### config.mk
export PLATFORM = sky130hd
export DESIGN_NAME = bcd_digit_counter
export DESIGN_NICKNAME = d
export VERILOG_FILES = /design/src/rtl/bcd_digit_counter.sv
export SDC_FILE = /design/constraint.sdc
export NUM_CORES = 1
export LEC_CHECK = 0
export ABC_AREA = 0
export ABC_CLOCK_PERIOD_IN_PS = 1900
export CORE_MARGIN = 1.5
export CORE_UTILIZATION = 49
export DETAILED_ROUTE_END_ITERATION = 10
export HOLD_SLACK_MARGIN = 0.06
export PLACE_DENSITY_LB_ADDON = 0.1
export SYNTH_ARGS = -nofsm -noshare
export SYNTH_HDL_FRONTEND = slang
export SYNTH_SLANG_ARGS = --single-unit
### constraint.sdc
create_clock -name clock -period 1.9 [get_ports clock]
set_input_delay 0.285 -clock clock [delete_from_list [all_inputs] [get_ports clock]]
set_output_delay 0.285 -clock clock [all_outputs]
set_load 0.02 [all_outputs]
### src/rtl/bcd_digit_counter.sv
// Multi-digit BCD counter with prescaler, clear, parallel load and wrap carry.
// Optional down-counting (adds port `down`) is enabled by defining BCD_DOWN_EN.
module bcd_digit_counter #(
  parameter int DIGITS   = 4,
  parameter int PRESCALE = 50
) (
  input  logic                  clock,
  input  logic                  reset,
  input  logic                  enable,
  input  logic                  clear,
  input  logic                  load,
`ifdef BCD_DOWN_EN
  input  logic                  down,
`endif
  input  logic [4*DIGITS-1:0]   load_value,
  output logic [4*DIGITS-1:0]   bcd,
  output logic                  tick,
  output logic                  carry
);

  localparam int PW = (PRESCALE > 1) ? $clog2(PRESCALE) : 1;
  localparam logic [PW-1:0] PRESC_LAST = PW'(PRESCALE - 1);

  logic [PW-1:0]       presc_q, presc_d;
  logic [4*DIGITS-1:0] bcd_q, bcd_d;
  logic                tick_q, tick_d;
  logic                carry_q, carry_d;

  logic [4*DIGITS-1:0] stepped;
  logic [4*DIGITS-1:0] loaded;
  logic                prop;
  logic                step;
  logic                count_down;

`ifdef BCD_DOWN_EN
  assign count_down = down;
`else
  assign count_down = 1'b0;
`endif

  assign step = enable && (presc_q == PRESC_LAST);

  // Ripple increment/decrement; prop left set after the top digit means wrap.
  always_comb begin
    // NOTE: every variable gets a default before any branch so no latch is inferred.
    stepped = bcd_q;
    prop    = 1'b1;
    for (int i = 0; i < DIGITS; i++) begin
      if (prop) begin
        if (count_down) begin
          if (bcd_q[4*i +: 4] == 4'd0) begin
            stepped[4*i +: 4] = 4'd9;
          end else begin
            stepped[4*i +: 4] = bcd_q[4*i +: 4] - 4'd1;
            prop              = 1'b0;
          end
        end else begin
          if (bcd_q[4*i +: 4] >= 4'd9) begin
            stepped[4*i +: 4] = 4'd0;
          end else begin
            stepped[4*i +: 4] = bcd_q[4*i +: 4] + 4'd1;
            prop              = 1'b0;
          end
        end
      end
    end
  end

  // Illegal load nibbles (10-15) are replaced by 0 so bcd stays legal.
  always_comb begin
    loaded = '0;
    for (int i = 0; i < DIGITS; i++) begin
      loaded[4*i +: 4] = (load_value[4*i +: 4] > 4'd9) ? 4'd0 : load_value[4*i +: 4];
    end
  end

  always_comb begin
    presc_d = presc_q;
    bcd_d   = bcd_q;
    tick_d  = 1'b0;
    carry_d = 1'b0;
    if (clear) begin
      presc_d = '0;
      bcd_d   = '0;
    end else if (load) begin
      presc_d = '0;
      bcd_d   = loaded;
    end else if (enable) begin
      if (step) begin
        presc_d = '0;
        bcd_d   = stepped;
        tick_d  = 1'b1;
        carry_d = prop;
      end else begin
        presc_d = presc_q + PW'(1);
      end
    end
  end

  always_ff @(posedge clock) begin
    // NOTE: sequential state uses non-blocking assignments so all registers update together.
    if (reset) begin
      presc_q <= '0;
      bcd_q   <= '0;
      tick_q  <= 1'b0;
      carry_q <= 1'b0;
    end else begin
      presc_q <= presc_d;
      bcd_q   <= bcd_d;
      tick_q  <= tick_d;
      carry_q <= carry_d;
    end
  end

  assign bcd   = bcd_q;
  assign tick  = tick_q;
  assign carry = carry_q;

endmodule

==> impl_metrics.toml, run 1 <==
[run_status]
status = "complete, no violations"

[synthesis]
synth_nets = 227
ys_top_cells_by_area = "dfxtp_1, ha_1, nor2_1"
ys_async_sr_fraction = 0
synth_most_common_cell = "dfxtp_1"
synth_top_flop_cell = "dfxtp_1"
synthCells = 192
ys_seq_area_frac = 0.3007
ys_top_cells_by_count = "dfxtp_1, nor2_1, nand2_1, ha_1"
avgSynthCellArea_um2 = 8.322
synth_top_cell_by_area = "dfxtp_1"
ys.warnings.count = 0
yosysUniqueCellTypes = 49
synth-seq-cells = 24
synth_top_area_share = 0.3007
syn_area_um2 = 1598
synth_edf_count = 0

[detailed_routing]
met1_length_mm = 1.728
dr.max_layer_used = "met4"
wl_mm = 3.995
wl_met3_um = 194
routed-via-count = 1602
drt_iter0_drc = 95
via_per_inst = 5.641
firstDrtPassIters = 4
wire_per_inst_um = 14.07
detail-route-antenna-nets = 0
dr_wl_met2_mm = 2.062
drc = 0

[critical_path]
arrival_ns = 2.06
start_kind = "register"
reg2reg_from = "bcd[12]"
crit_fanout = 5
required_ns = 2.14
worstSetupPathType = "reg2reg"
crit_start = "bcd[12]"
crit_path_end_kind = "register"

[floorplanning]
die-area_um2 = 3613
dieHeight_um = 60.11
ios = 39
die_w_um = 60.11
rows = 20
core_um2 = 3078
start_util = 0.5191

[cts]
clkTransAtPathRegs_ns = 0.14
clock_latency_ns = 0.32
postCtsHoldBufs = 0
h-tree-depth = 1
cts_setup_buffers = 0
clk_path_buf_depth = 2
cts.sinks = 24
cts_made_buffers = 3
cts_tree = "done"
clock-root-buffer = "clkbuf_4"

[cells_and_area]
final_nets = 276
syn2layout_area_growth_pct = 34.53
antennaDiodeCount = 0
final_util = 0.6984
drive_gt1_frac = 0.1375

[timing]
final_max_slew_viol_count = 0
holdWs_ns = 0.5561
fmax_mhz = 549.4
clock_skew_ns = 0.004786
worst_slew_pin_slew_ns = 0.3824
finalHoldViolations = 0
tns_ns = 0
setup_viol = 0
rsz0062_at_grt = "false"
fin_crit_sh = 0.9580
maxSlewHeadroom = 0.7448
final.min_clock_period_ns = 1.820

[hold_path]
min_from = "bcd[15]"
hold_class = "reg2reg"

[job]
drv_cap = 0

[power_and_ir_drop]
power_mw = 1.004
peakVddDrop_mv = 0.4893
p_leak_nw = 0.8549
powerDensity_nw_per_um2 = 467.1

[place]
post-dp-hpwl_mm = 3.108
port_buffers = 38
routabilityCongestion = 0.8717

[global_routing]
grt_max_degree = 24
grt_overflow = 0
grt_usage = 0.2369
grt_pass1_wl_mm = 6.575
grt_pass1_vias = 1530
antenna_found_initial = 0
area by class of cell:
type,instances,area [µm²]
well taps,44,55.05
flip-flops and latches,24,481.7
repair buffers,50,483.0
multi-input cells,149,1045
clock buffers,4,36.28
inverters,13,48.80
fillers,254,928.4
cells by family (layout without fill, tap and decap cells):
kind of cell / after synthesis / count (layout) / share of synthesized area
AOI/OAI and AO/OA: 45 / 45 / 0.1879
xor gates and xnor gates: 4 / 4 / 0.02193
adders and majority gates: 14 / 14 / 0.1096
buffers and inverters: 19 / 67 / 0.05560
DFF: 24 / 24 / 0.3007
muxes: 7 / 7 / 0.04385
and+or+nand+nor: 79 / 79 / 0.2804
layout by cell type (no fill, tap or decap), drive strengths merged, types with 3 or more instances in the layout:
cell and instances:
nand4 5, clkbuf 4, buf 12, nor2 22, dfxtp 24, nand3 10
inv 13, xor2 3, and2 4, clkdlybuf4s50 38, ha 14, or3b 4
and3 4, o21ai 11, nor3 3, a21oi 13, mux2i 7, a211oi 5
nand2 18
sequential cells by signal, indices dropped and copies added, names as in the netlist:
name     flops
bcd         16
carry        1
tick         1
presc_q      6
worst max-delay path: stages (launching register included):
cell and delay (ns):
dfxtp_2 0.37, inv_1 0.11, ha_1 0.16, or3b_4 0.38, and2_1 0.21, nor4b_2 0.22
a21oi_1 0.08, o32ai_2 0.20
timing repair:
item	in CTS	in global routing
endpoints found under the hold margin	0	0
gates resized for setup	0	5
endpoints found under the setup margin	0	4
report_power, final:
group | internal [mW] | switching (mW) | total, mW
registers | 0.513 | 0.0118 | 0.525
logic | 0.105 | 0.0976 | 0.203
clock network | 0.117 | 0.159 | 0.276
routing by layer:
metal | up-vias | track usage
met4 | 0 | 0.05714
met3 | 2 | 0.05195
met5 | - | 0
li1 | 784 | -
met1 | 763 | 0.2782
met2 | 53 | 0.4317
through the flow:
stage          setup WS, ns  area (µm²)  cells
3_3_place_gp      -0.005189        2096    280
2_1_floorplan       0.01688        1598    192
4_1_cts             0.01255        2132    284
5_1_grt            0.002529        2150    284
3_5_place_dp       -0.04894        2096    280
6_report            0.07971        2150    284
path summary, 6_finish.rpt:
check	end	slack, ns	cells after the start
worst max register to register	bcd[14]	0.08	7
worst min-delay path	bcd[15]	0.56	2
worst min register to register	bcd[15]	0.56	2
worst max-delay path	bcd[14]	0.08	7
No activity file was read; power rests on OpenSTA's default activity.
==> run 2, diff against run 1 <==
ABC_CLOCK_PERIOD_IN_PS = 2300   (was 1900)
CORE_UTILIZATION = 53   (was 49)
clock period = 2.3 ns   (was 1.9 ns; I/O delays follow)
==> impl_metrics.toml, run 2 (same netlist as run 1, synthesis figures left out) <==
[floorplanning]
dieHeight_um = 57.91
start_util = 0.5696
ios = 39
die-area_um2 = 3353
rows = 19
die_w_um = 57.91
core_um2 = 2805

[power_and_ir_drop]
p_leak_nw = 0.7945
powerDensity_nw_per_um2 = 400.6
peakVddDrop_mv = 0.3309

[cells_and_area]
final_cell_mix = "clkdlybuf4s50_1, dfxtp_1, nor2_1"
final_common_cell = "clkdlybuf4s50_1"
syn2layout_area_growth_pct = 27.41
drive_gt1_frac = 0.08658
antennaDiodeCount = 0
fill_cells = 242
largest_register_ffs = 16
final_util = 0.7257
final_nets = 267

[hold_path]
hold_class = "reg2reg"
holdPathStages = 2
min_from = "bcd[13]"
hold_end = "bcd[13]"

[critical_path]
start_kind = "register"
crit_path_end_kind = "register"
cp_top_family = "simple AND/OR/NAND/NOR gates"
reg2reg_slack_ns = 0.35
ff2ff_path_depth = 7
worstSetupPathType = "reg2reg"
arrival_ns = 2.17
reg2reg_from = "bcd[5]"
slowest_delay_ns = 0.42
worstReg2RegEnd = "bcd[9]"
crit_fanout = 8
cp.buffers_inverters = 1
cp_cell_sequence = "inv_1 -> ha_1 -> or3b_1 -> nand2_2 -> nor2_4 -> and3_1 -> o311a_1"
required_ns = 2.52
slowest_stage = "dfxtp_1"

[cts]
cts_resized = 0
clkTransAtPathRegs_ns = 0.14
clk_path_buf_depth = 2
cts_setup_buffers = 0
h-tree-depth = 1
cts_made_buffers = 3
postCtsHoldBufs = 0
clock_latency_ns = 0.32
cts.sinks = 24
cts_tree = "done"
clock-root-buffer = "clkbuf_4"

[timing]
setup_ws_ns = 0.3537
holdWs_ns = 0.5365
rsz0062_at_grt = "false"
maxSlewHeadroom = 0.7383
final_max_slew_viol_count = 0
fmax_mhz = 513.8
tns_ns = 0
final.min_clock_period_ns = 1.946
setup_viol = 0
worst_slew_pin_slew_ns = 0.3922
fin_crit_sh = 0.8462
finalHoldViolations = 0
clock_skew_ns = 0.009104

[global_routing]
antenna_found_initial = 0
grt_overflow = 0
grt_usage = 0.2389
grt_max_degree = 24
grt_pass1_vias = 1446
grt_pass1_wl_mm = 6.348

[detailed_routing]
detail-route-antenna-nets = 0
wire_per_inst_um = 14.64
firstDrtPassIters = 6
routed-via-count = 1530
wl_mm = 3.836
via_per_inst = 5.840
drc = 0
drt_iter0_drc = 102

[place]
port_buffers = 38
post-dp-hpwl_mm = 2.943
pre_cts_slack_ns = 0.2865
routabilityCongestion = 0.8615

[job]
drv_cap = 0

[run_status]
status = "complete, no violations"
[run 2: layer usage]
metal / track usage / vias up / routed length [µm]
met5: 0 / - / 0
met4: 0.05648 / 0 / 23
met3: 0.04018 / 4 / 169
met2: 0.4140 / 49 / 1935
met1: 0.3108 / 709 / 1708
li1: - / 768 / -
[run 2: cell type report]
type | instances | area, µm² | share of cell area
inverter | 13 | 48.80 | 0.02397
multi-input combinational | 149 | 1028 | 0.5052
sequential | 24 | 480.5 | 0.2360
tap | 31 | 38.79 | 0.01905
clock buffer | 4 | 36.28 | 0.01782
timing repair buffer | 41 | 402.9 | 0.1979
[run 2: worst max path at each step]
stage                start       to  cells past startpoint
floorplan           bcd[0]   bcd[4]                      8
global placement    enable  bcd[14]                      6
detailed placement  enable  bcd[14]                      6
CTS                 bcd[5]   bcd[9]                      7
global route        bcd[1]   bcd[4]                      7
finish              bcd[5]   bcd[9]                      7
[run 2: worst reg2reg max path, stage by stage (launching register included)]
cell     delay, ns
dfxtp_1       0.42
inv_1         0.10
ha_1          0.19
or3b_1        0.40
nand2_2       0.21
nor2_4        0.08
and3_1        0.17
o311a_1       0.28
[run 2: where the power goes]
| group | total (mW) | switching (mW) | internal [mW] | leakage [nW] |
|---|---|---|---|---|
| Combinational | 0.153 | 0.0754 | 0.0781 | 0.579 |
| Sequential | 0.436 | 0.0118 | 0.424 | 0.194 |
| Clock | 0.226 | 0.130 | 0.0967 | 0.0210 |
[run 2: stage by stage]
step	cell area, µm²	total power, mW	std cells
after global placement	1999	0.5906	258
after detailed placement	1999	0.5972	258
after CTS	2036	0.8217	262
final	2036	0.8155	262
after floorplan	1598	0.5246	192
after global routing	2036	0.8609	262
